[config.mk]
export PLATFORM = sky130hd
export DESIGN_NAME = ahb_lite_master
export DESIGN_NICKNAME = d
export VERILOG_FILES = /design/src/rtl/ahb_lite_master.sv
export SDC_FILE = /design/constraint.sdc
export NUM_CORES = 1
export LEC_CHECK = 0
export CAP_MARGIN = 10
export CORE_ASPECT_RATIO = 0.8
export CORE_MARGIN = 3
export CORE_UTILIZATION = 25
export CTS_BUF_LIST = sky130_fd_sc_hd__clkbuf_8
export DETAILED_ROUTE_END_ITERATION = 16
export GPL_TIMING_DRIVEN = 0
export PLACE_DENSITY = 0.5
export REMOVE_ABC_BUFFERS = 1
export SYNTH_ARGS = -nofsm -noshare
export SYNTH_HDL_FRONTEND = slang
export SYNTH_SLANG_ARGS = --single-unit
export TNS_END_PERCENT = 1
[constraint.sdc]
create_clock -name Hclk -period 1.8 [get_ports Hclk]
set_input_delay 0.27 -clock Hclk [delete_from_list [all_inputs] [get_ports Hclk]]
set_output_delay 0.27 -clock Hclk [all_outputs]
set_load 0.01 [all_outputs]
[src/rtl/ahb_lite_master.sv]
// AHB-Lite initiator: turns a command handshake into pipelined SINGLE/INCR bursts,
// honouring slave wait states and the two-cycle ERROR response.
module ahb_lite_master #(
    parameter int unsigned MAXLEN = 16
) (
    input  logic        Hclk,
    input  logic        Hresetn,
    input  logic        cmd_valid,
    output logic        cmd_ready,
    input  logic        cmd_write,
    input  logic [31:0] cmd_addr,
    input  logic [4:0]  cmd_len,
    input  logic [31:0] wr_data,
    output logic        wr_pop,
    output logic [31:0] rd_data,
    output logic        rd_valid,
    output logic        done,
    output logic        err,
    output logic [31:0] Haddr,
    output logic [1:0]  Htrans,
    output logic        Hwrite,
    output logic [2:0]  Hsize,
    output logic [2:0]  Hburst,
    output logic [31:0] Hwdata,
    input  logic        Hready,
    input  logic [31:0] Hrdata,
    input  logic [1:0]  Hresp
);

    localparam logic [1:0] TransIdle   = 2'b00;
    localparam logic [1:0] TransNonseq = 2'b10;
    localparam logic [1:0] TransSeq    = 2'b11;
    localparam logic [1:0] RespOkay    = 2'b00;
    localparam logic [1:0] RespError   = 2'b01;
    localparam logic [2:0] BurstSingle = 3'b000;
    localparam logic [2:0] BurstIncr   = 3'b001;

    typedef enum logic [2:0] {StIdle, StAddr, StPipe, StData, StErr} state_t;

    state_t      r_state, w_state_next;
    logic [31:0] r_haddr, w_haddr_next;
    logic [1:0]  r_htrans, w_htrans_next;
    logic        r_hwrite, w_hwrite_next;
    logic [2:0]  r_hburst, w_hburst_next;
    logic [31:0] r_hwdata, w_hwdata_next;
    logic [31:0] r_rd_data, w_rd_data_next;
    logic        r_rd_valid, w_rd_valid_next;
    logic        r_done, w_done_next;
    logic        r_err, w_err_next;
    logic        r_cmd_ready, w_cmd_ready_next;
    // Address phases still to be issued after the one currently on the bus.
    logic [4:0]  r_acnt, w_acnt_next;

    logic [4:0]  w_len;
    logic [31:0] w_addr_inc;
    logic [1:0]  w_inc_trans;
    logic        w_resp_err;
    logic        w_rd_ok;

    always_comb begin
        if (cmd_len == 5'd0) begin
            w_len = 5'd1;
        end else if (32'(cmd_len) > MAXLEN) begin
            w_len = 5'(MAXLEN);
        end else begin
            w_len = cmd_len;
        end
    end

    assign w_addr_inc  = r_haddr + 32'd4;
    // A beat that lands on a 1KB boundary must restart the burst.
    assign w_inc_trans = (w_addr_inc[9:0] == 10'd0) ? TransNonseq : TransSeq;
    assign w_resp_err  = (Hresp == RespError);
    assign w_rd_ok     = !r_hwrite && Hready && (Hresp == RespOkay);

    always_comb begin
        w_state_next     = r_state;
        w_haddr_next     = r_haddr;
        w_htrans_next    = r_htrans;
        w_hwrite_next    = r_hwrite;
        w_hburst_next    = r_hburst;
        w_hwdata_next    = r_hwdata;
        w_rd_data_next   = r_rd_data;
        w_rd_valid_next  = 1'b0;
        w_done_next      = 1'b0;
        w_err_next       = 1'b0;
        w_cmd_ready_next = 1'b0;
        w_acnt_next      = r_acnt;
        wr_pop           = 1'b0;

        case (r_state)
            StIdle: begin
                w_cmd_ready_next = 1'b1;
                if (cmd_valid && r_cmd_ready) begin
                    w_state_next     = StAddr;
                    w_cmd_ready_next = 1'b0;
                    w_haddr_next     = {cmd_addr[31:2], 2'b00};
                    w_htrans_next    = TransNonseq;
                    w_hwrite_next    = cmd_write;
                    w_hburst_next    = (w_len == 5'd1) ? BurstSingle : BurstIncr;
                    w_acnt_next      = w_len - 5'd1;
                end
            end

            StAddr, StPipe: begin
                if ((r_state == StPipe) && w_resp_err) begin
                    w_htrans_next = TransIdle;
                    if (Hready) begin
                        w_state_next     = StIdle;
                        w_done_next      = 1'b1;
                        w_err_next       = 1'b1;
                        w_cmd_ready_next = 1'b1;
                    end else begin
                        w_state_next = StErr;
                    end
                end else if (Hready) begin
                    if ((r_state == StPipe) && w_rd_ok) begin
                        w_rd_data_next  = Hrdata;
                        w_rd_valid_next = 1'b1;
                    end
                    if (r_hwrite) begin
                        wr_pop        = 1'b1;
                        w_hwdata_next = wr_data;
                    end
                    if (r_acnt == 5'd0) begin
                        w_state_next  = StData;
                        w_htrans_next = TransIdle;
                    end else begin
                        w_state_next  = StPipe;
                        w_haddr_next  = w_addr_inc;
                        w_htrans_next = w_inc_trans;
                        w_acnt_next   = r_acnt - 5'd1;
                    end
                end
            end

            StData: begin
                if (w_resp_err) begin
                    if (Hready) begin
                        w_state_next     = StIdle;
                        w_done_next      = 1'b1;
                        w_err_next       = 1'b1;
                        w_cmd_ready_next = 1'b1;
                    end else begin
                        w_state_next = StErr;
                    end
                end else if (Hready) begin
                    if (w_rd_ok) begin
                        w_rd_data_next  = Hrdata;
                        w_rd_valid_next = 1'b1;
                    end
                    w_state_next     = StIdle;
                    w_done_next      = 1'b1;
                    w_cmd_ready_next = 1'b1;
                end
            end

            StErr: begin
                if (Hready) begin
                    w_state_next     = StIdle;
                    w_done_next      = 1'b1;
                    w_err_next       = 1'b1;
                    w_cmd_ready_next = 1'b1;
                end
            end

            default: w_state_next = StIdle;
        endcase
    end

    always_ff @(posedge Hclk) begin
        if (!Hresetn) begin
            r_state     <= StIdle;
            r_haddr     <= 32'd0;
            r_htrans    <= TransIdle;
            r_hwrite    <= 1'b0;
            r_hburst    <= BurstSingle;
            r_hwdata    <= 32'd0;
            r_rd_data   <= 32'd0;
            r_rd_valid  <= 1'b0;
            r_done      <= 1'b0;
            r_err       <= 1'b0;
            r_cmd_ready <= 1'b0;
            r_acnt      <= 5'd0;
        end else begin
            r_state     <= w_state_next;
            r_haddr     <= w_haddr_next;
            r_htrans    <= w_htrans_next;
            r_hwrite    <= w_hwrite_next;
            r_hburst    <= w_hburst_next;
            r_hwdata    <= w_hwdata_next;
            r_rd_data   <= w_rd_data_next;
            r_rd_valid  <= w_rd_valid_next;
            r_done      <= w_done_next;
            r_err       <= w_err_next;
            r_cmd_ready <= w_cmd_ready_next;
            r_acnt      <= w_acnt_next;
        end
    end

    assign cmd_ready = r_cmd_ready;
    assign rd_data   = r_rd_data;
    assign rd_valid  = r_rd_valid;
    assign done      = r_done;
    assign err       = r_err;
    assign Haddr     = r_haddr;
    assign Htrans    = r_htrans;
    assign Hwrite    = r_hwrite;
    assign Hsize     = 3'b010;
    assign Hburst    = r_hburst;
    assign Hwdata    = r_hwdata;

endmodule
==> flow_metrics.tcl, run 1 <==
set metrics [dict create \
    synthesis.area_um2 5270 \
    critPathArrivalTime_ns 2.20 \
    clkSlewWorstSetupHoldPaths_ns 0.11 \
    finalHoldViolCount 0 \
    final.setup_skew_ns 0.0105 \
    ys_ff_latch 110 \
    drive_above_1_share_pct 14.6 \
    final_cell_mix "clkdlybuf4s50_1, nand2_1, a21oi_1, dfxtp_1, nor2_1" \
    die_width_um 168 \
    yosysWarnings 0 \
    violations "setup timing" \
    critPathTopFamily "simple AND/OR/NAND/NOR gates" \
    rsz0062_at_grt "yes" \
    port_buffers 208 \
    fmax_mhz 519 \
    p_leak_uw 0.00290 \
    grt_pass1_vias 5380 \
    grt_util_all_layers_pct 16.9 \
    drv_slew 0 \
    slowest_delay_ns 0.56 \
    p_total_uw 6250 \
    area_delta_synth_final_pct 60.9 \
    worst-path-buf-inv 2 \
    dieArea_um2 22900 \
    layout_commonest_cell "clkdlybuf4s50_1" \
    vdd_drop_max_mv 0.382 \
    setup_ws_ns -0.127 \
    post-place-cells 1112 \
    tightest_slew_ns 0.964 \
    clock_sink_count 110 \
    synth_area_per_cell_um2 7.66 \
    required_ns 2.08 \
    drc 0 \
    antenna_left 0 \
    grt_pass1_wl_mm 31.0 \
    instances_no_fill 1171 \
    synth_cells 688 \
    initial_core_util_pct 26.0 \
    wl_mm 20.1 \
    period_minus_slack_ns 1.93 \
    startpoint_type "flip-flop" \
    fin_tns_setup_ns -2.14 \
    critical_path_class "flip-flop to flip-flop" \
    cts_buffer_depth 2 \
    post-dp-hpwl_mm 12.7 \
    power.density_nw_per_um2 738 \
    hp-class "primary input to flip-flop" \
    clock-root-buffer "clkbuf_8" \
    wl_per_cell_um 17.1 \
    ys.flop_type "dfxtp_1" \
    clkLatencyLatePin_ns 0.38 \
    rows 46 \
    relSlewSlack_pct 35.7 \
    grt-ovfl-total 0 \
    coreArea_um2 20300 \
    path_max_fanout 11 \
    firstDrtPassIters 7 \
    io-pin-count 218 \
    detail_route.vias_per_cell 4.84 \
    cts_tree "yes" \
    setup_viol 34 \
    ys_seq_area_share_pct 41.8 \
    dr_total_vias 5663 \
    synthArstFlopShare_pct 0 \
    drtIter0Drc 336 \
    critPathSlowestCell "or4b_4" \
    antennaDiodeCount 0 \
    status "finished with violations" \
    die_y_um 136 \
    utilization_pct 41.8 \
    cts_buffers 9 \
    grt_max_degree 75 \
    period_share_pct 107 \
    cp_cell_sequence "inv_2 > ha_4 > or4b_4 > a31oi_4 > buf_12 > a21oi_1 > o221a_2" \
    synth.distinct_cells 63 \
    postCtsHoldBufs 0 \
    h-tree-depth 3 \
    place.gp.congestion 0.756 \
    whs_ns 0.420 \
    drv_cap 0 \
    antenna_found_initial 0 \
    fin_nets 1015 \
    cp-end-kind "flip-flop" \
    synth-edff-count 0 \
]
==> per-stage QoR <==
step           worst slack, ns  area, um2
6_report                -0.127       8470
5_1_grt                 -0.244       8470
4_1_cts                 -0.138       8400
3_5_place_dp             -1.87       7550
3_3_place_gp             -2.76       7410
2_1_floorplan           -0.728       5000
==> cells by family (layout without fill, tap and decap cells) <==
family	count (synthesis)	count (layout)	synth area share (%)
AO/OA/AOI/OAI	189	192	22.8
XOR/XNOR	3	3	0.499
adder cells (fa/ha/maj)	5	5	1.19
buffers and inverters	69	278	6.25
flip-flops	110	110	41.8
multiplexers	2	2	0.380
other	2	7	0.143
AND/OR/NAND/NOR	308	310	27.0
==> synth_stat cells (7+ instances only) <==
master / number / share of area (%)
nand2_1: 179 / 13
dfxtp_1: 110 / 42
a21oi_1: 96 / 9.1
nor2_1: 39 / 2.8
clkbuf_1: 28 / 2.0
nor3_1: 19 / 1.8
buf_2: 17 / 1.6
nand3_1: 17 / 1.6
o21ai_0: 16 / 1.5
inv_1: 10 / 0.71
a31oi_1: 9 / 1.1
buf_4: 9 / 1.3
or3_1: 8 / 0.95
nand2b_1: 7 / 0.83
nand4_1: 7 / 0.83
o22ai_1: 7 / 0.83
o31a_1: 7 / 1.2
==> worst paths after layout <==
path,start,to,slack (ns),cells past startpoint
hold / removal,wr_data[21],Hwdata[21]$_SDFFE_PN0P_,0.42,3
setup / recovery,r_acnt[0]$_SDFFE_PN0P_,Haddr[11]$_SDFFE_PN0P_,-0.13,7
hold reg to reg,rd_data[15]$_SDFFE_PN0P_,rd_data[15]$_SDFFE_PN0P_,0.46,2
setup reg to reg,r_acnt[0]$_SDFFE_PN0P_,Haddr[11]$_SDFFE_PN0P_,-0.13,7
==> sequential cells by signal (all words and copies together) (netlist names) <==
name / cells
r_state: 3
Hwrite: 1
Hburst: 1
cmd_ready: 1
err: 1
r_acnt: 5
rd_data: 32
done: 1
Haddr: 30
Hwdata: 32
rd_valid: 1
Htrans: 2
==> timing repair <==
action | 4_1_cts | 5_1_grt
resized for setup | 72 | 25
cloned | 6 | 0
setup endpoints to repair | 107 | 95
hold endpoints to repair | 0 | 0
pin swaps | 31 | 10
setup buffers | 37 | 0
==> worst register-to-register path: cells and delay by family (launching register included) <==
kind | cells | cell delay [ns]
AOI/OAI and AO/OA | 3 | 0.55
adders and majority gates | 1 | 0.14
buffers and inverters | 2 | 0.23
DFF | 1 | 0.34
and+or+nand+nor | 1 | 0.56
==> layer usage <==
metal  share of wire (%)  up-vias  global-route usage (%)  wire length, um
met1                  48     2662                    23.7             9620
met4                 1.9        0                    4.73              390
met5                   0        -                       0                0
met2                  46      148                    26.8             9160
met3                 4.4       23                    3.23              888
li1                    -     2830                       -                -
==> report_power, final <==
part | internal (uW) | total [uW] | switching [uW]
Combinational | 949 | 1910 | 957
Sequential | 2580 | 2770 | 189
Clock | 651 | 1580 | 927
==> layout make-up <==
cell class                      count  area (um2)
Tap cell                          264         330
Clock inverter                      7        72.6
Clock buffer                        9         124
Multi-Input combinational cell    519        3080
Timing Repair Buffer              250        2560
Timing Repair inverter              1        8.76
Sequential cell                   110        2250
Inverter                           11        56.3
Fill cell                        2039       11800
(Power assumes the default switching activity.)
==> inputs of run 2 (changes only) <==
- TNS_END_PERCENT: 1 -> 30
==> run 2 against run 1 <==
Net effect:
- the run still ends with setup timing left
- core utilization is 1.3 points higher
- largest power group unchanged
- global-route usage unchanged
- clock power about the same
- worst hold slack lost 0.074 ns
- clock-buffer cell count unchanged
- cell area increased by 3.2%
- register-to-register slack about the same
- combinational power rose by 11%
==> flow_metrics.tcl, run 2 (synthesis gave the netlist of run 1 again) <==
set metrics [dict create \
    status "finished with violations" \
    violations "setup timing" \
    antennaDiodeCount 0 \
    critPathArrivalTime_ns 2.20 \
    wl_mm 20.6 \
    cts_buffers 9 \
    wl_per_cell_um 17.3 \
    layout_commonest_cell "clkdlybuf4s50_1" \
    die_y_um 136 \
    antenna_found_initial 0 \
    clock_sink_count 110 \
    hp-class "primary input to flip-flop" \
    relSlewSlack_pct 57.7 \
    clock-root-buffer "clkbuf_8" \
    n_fill_cell 2006 \
    grt_util_all_layers_pct 16.9 \
    tightest_slew_ns 0.632 \
    grt_max_degree 75 \
    detail_route.vias_per_cell 4.80 \
    dr_total_vias 5722 \
    coreArea_um2 20300 \
    power.density_nw_per_um2 741 \
    startpoint_type "flip-flop" \
    initial_core_util_pct 26.0 \
    period_minus_slack_ns 1.92 \
    clkSlewWorstSetupHoldPaths_ns 0.11 \
    drtIter0Drc 387 \
    path_max_fanout 6 \
    rsz0062_at_grt "yes" \
    place.gp.congestion 0.756 \
    setup_viol 32 \
    port_buffers 208 \
    fmax_mhz 520 \
    postCtsHoldBufs 0 \
    dieArea_um2 22900 \
    required_ns 2.08 \
    whs_ns 0.346 \
    io-pin-count 218 \
    post-dp-hpwl_mm 12.7 \
    drive_above_1_share_pct 17.2 \
    final_cell_mix "clkdlybuf4s50_1, nand2_1, a21oi_1, dfxtp_1, buf_4" \
    h-tree-depth 3 \
    dpl_cell_area_um2 7550 \
    cp-end-kind "flip-flop" \
    cts_tree "yes" \
    grt_pass1_wl_mm 31.0 \
    antenna_left 0 \
    final.setup_skew_ns 0.00893 \
    period_share_pct 107 \
    drv_cap 0 \
    area_delta_synth_final_pct 66.0 \
    grt-ovfl-total 0 \
    critical_path_class "flip-flop to flip-flop" \
    die_width_um 168 \
    drc 0 \
    rows 46 \
    vdd_drop_max_mv 0.417 \
    setup_ws_ns -0.124 \
    firstDrtPassIters 5 \
    cts_buffer_depth 2 \
    grt_pass1_vias 5380 \
    finalHoldViolCount 0 \
    clkLatencyLatePin_ns 0.39 \
    fin_area_um2 8740 \
    drv_slew 0 \
    p_leak_uw 0.00304 \
    fin_nets 1035 \
]
run 2: cell count changes in the layout (fill, tap and decap cells not counted), sizes merged:
cell,before,now
clkdlybuf4s15,1,0
buf,42,61
clkdlybuf4s50,206,205
dlymetal6s2s,0,1
a31o,2,3
or2,3,4
run 2: metal layers:
metal,track usage (%),part of all wire (%),vias to the layer above
li1,-,-,2867
met1,23.7,48,2676
met2,26.8,46,160
met3,3.23,4.5,19
met4,4.73,1.7,0
met5,0,0,-
run 2: path summary, 6_finish.rpt:
kind	depth (start not counted)	from	endpoint	slack, ns
hold reg to reg	2	rd_data[15]$_SDFFE_PN0P_	rd_data[15]$_SDFFE_PN0P_	0.46
setup / recovery	8	r_acnt[0]$_SDFFE_PN0P_	Haddr[8]$_SDFFE_PN0P_	-0.12
setup reg to reg	8	r_acnt[0]$_SDFFE_PN0P_	Haddr[8]$_SDFFE_PN0P_	-0.12
hold / removal	4	Hresp[0]	r_state[2]$_SDFFE_PN0P_	0.35
run 2: repair_timing:
action / 4_1_cts / 5_1_grt
cloned: 6 / 2
pin swaps: 31 / 20
resized for setup: 72 / 59
buffers inserted: 37 / 19
endpoints found under the setup margin: 107 / 95
run 2: where the power goes:
group          switching, uW  internal (uW)  leakage [uW]
clock network            940            651      0.000101
registers                187           2580      0.000903
logic                   1040           1080       0.00203
total                   2160           4320       0.00304
run 2: per-stage QoR:
step | TNS [ns] | setup WS (ns) | instances | total power, uW | util (%)
after floorplan | -52.36 | -0.728 | 635 | 3520 | -
after global routing | -3.86 | -0.214 | 1191 | 6820 | 43.2
after CTS | -2.66 | -0.138 | 1171 | 6310 | 41.4
after detailed placement | -123.32 | -1.87 | 1112 | 4290 | 37.3
final | -1.56 | -0.124 | 1191 | 6480 | 43.2
after global placement | -248.35 | -2.76 | 1107 | 4260 | 36.6
run 2: final cells by class:
type | count | area, um2 | area share, %
multi-input combinational | 521 | 3150 | 36.1
timing repair buffer | 268 | 2740 | 31.4
sequential | 110 | 2260 | 25.8
tap | 264 | 330 | 3.78
clock buffer | 9 | 124 | 1.42
clock inverter | 7 | 72.6 | 0.830
inverter | 11 | 56.3 | 0.644
timing repair inverter | 1 | 8.76 | 0.100
run 2: worst max-delay path: stages, from the launching register on:
cell and delay [ns]:
dfxtp_2 0.34, inv_2 0.07, ha_4 0.13, or4b_4 0.54
buf_4 0.18, a31o_4 0.28, buf_6 0.13, o21ai_0 0.06
a21oi_1 0.08
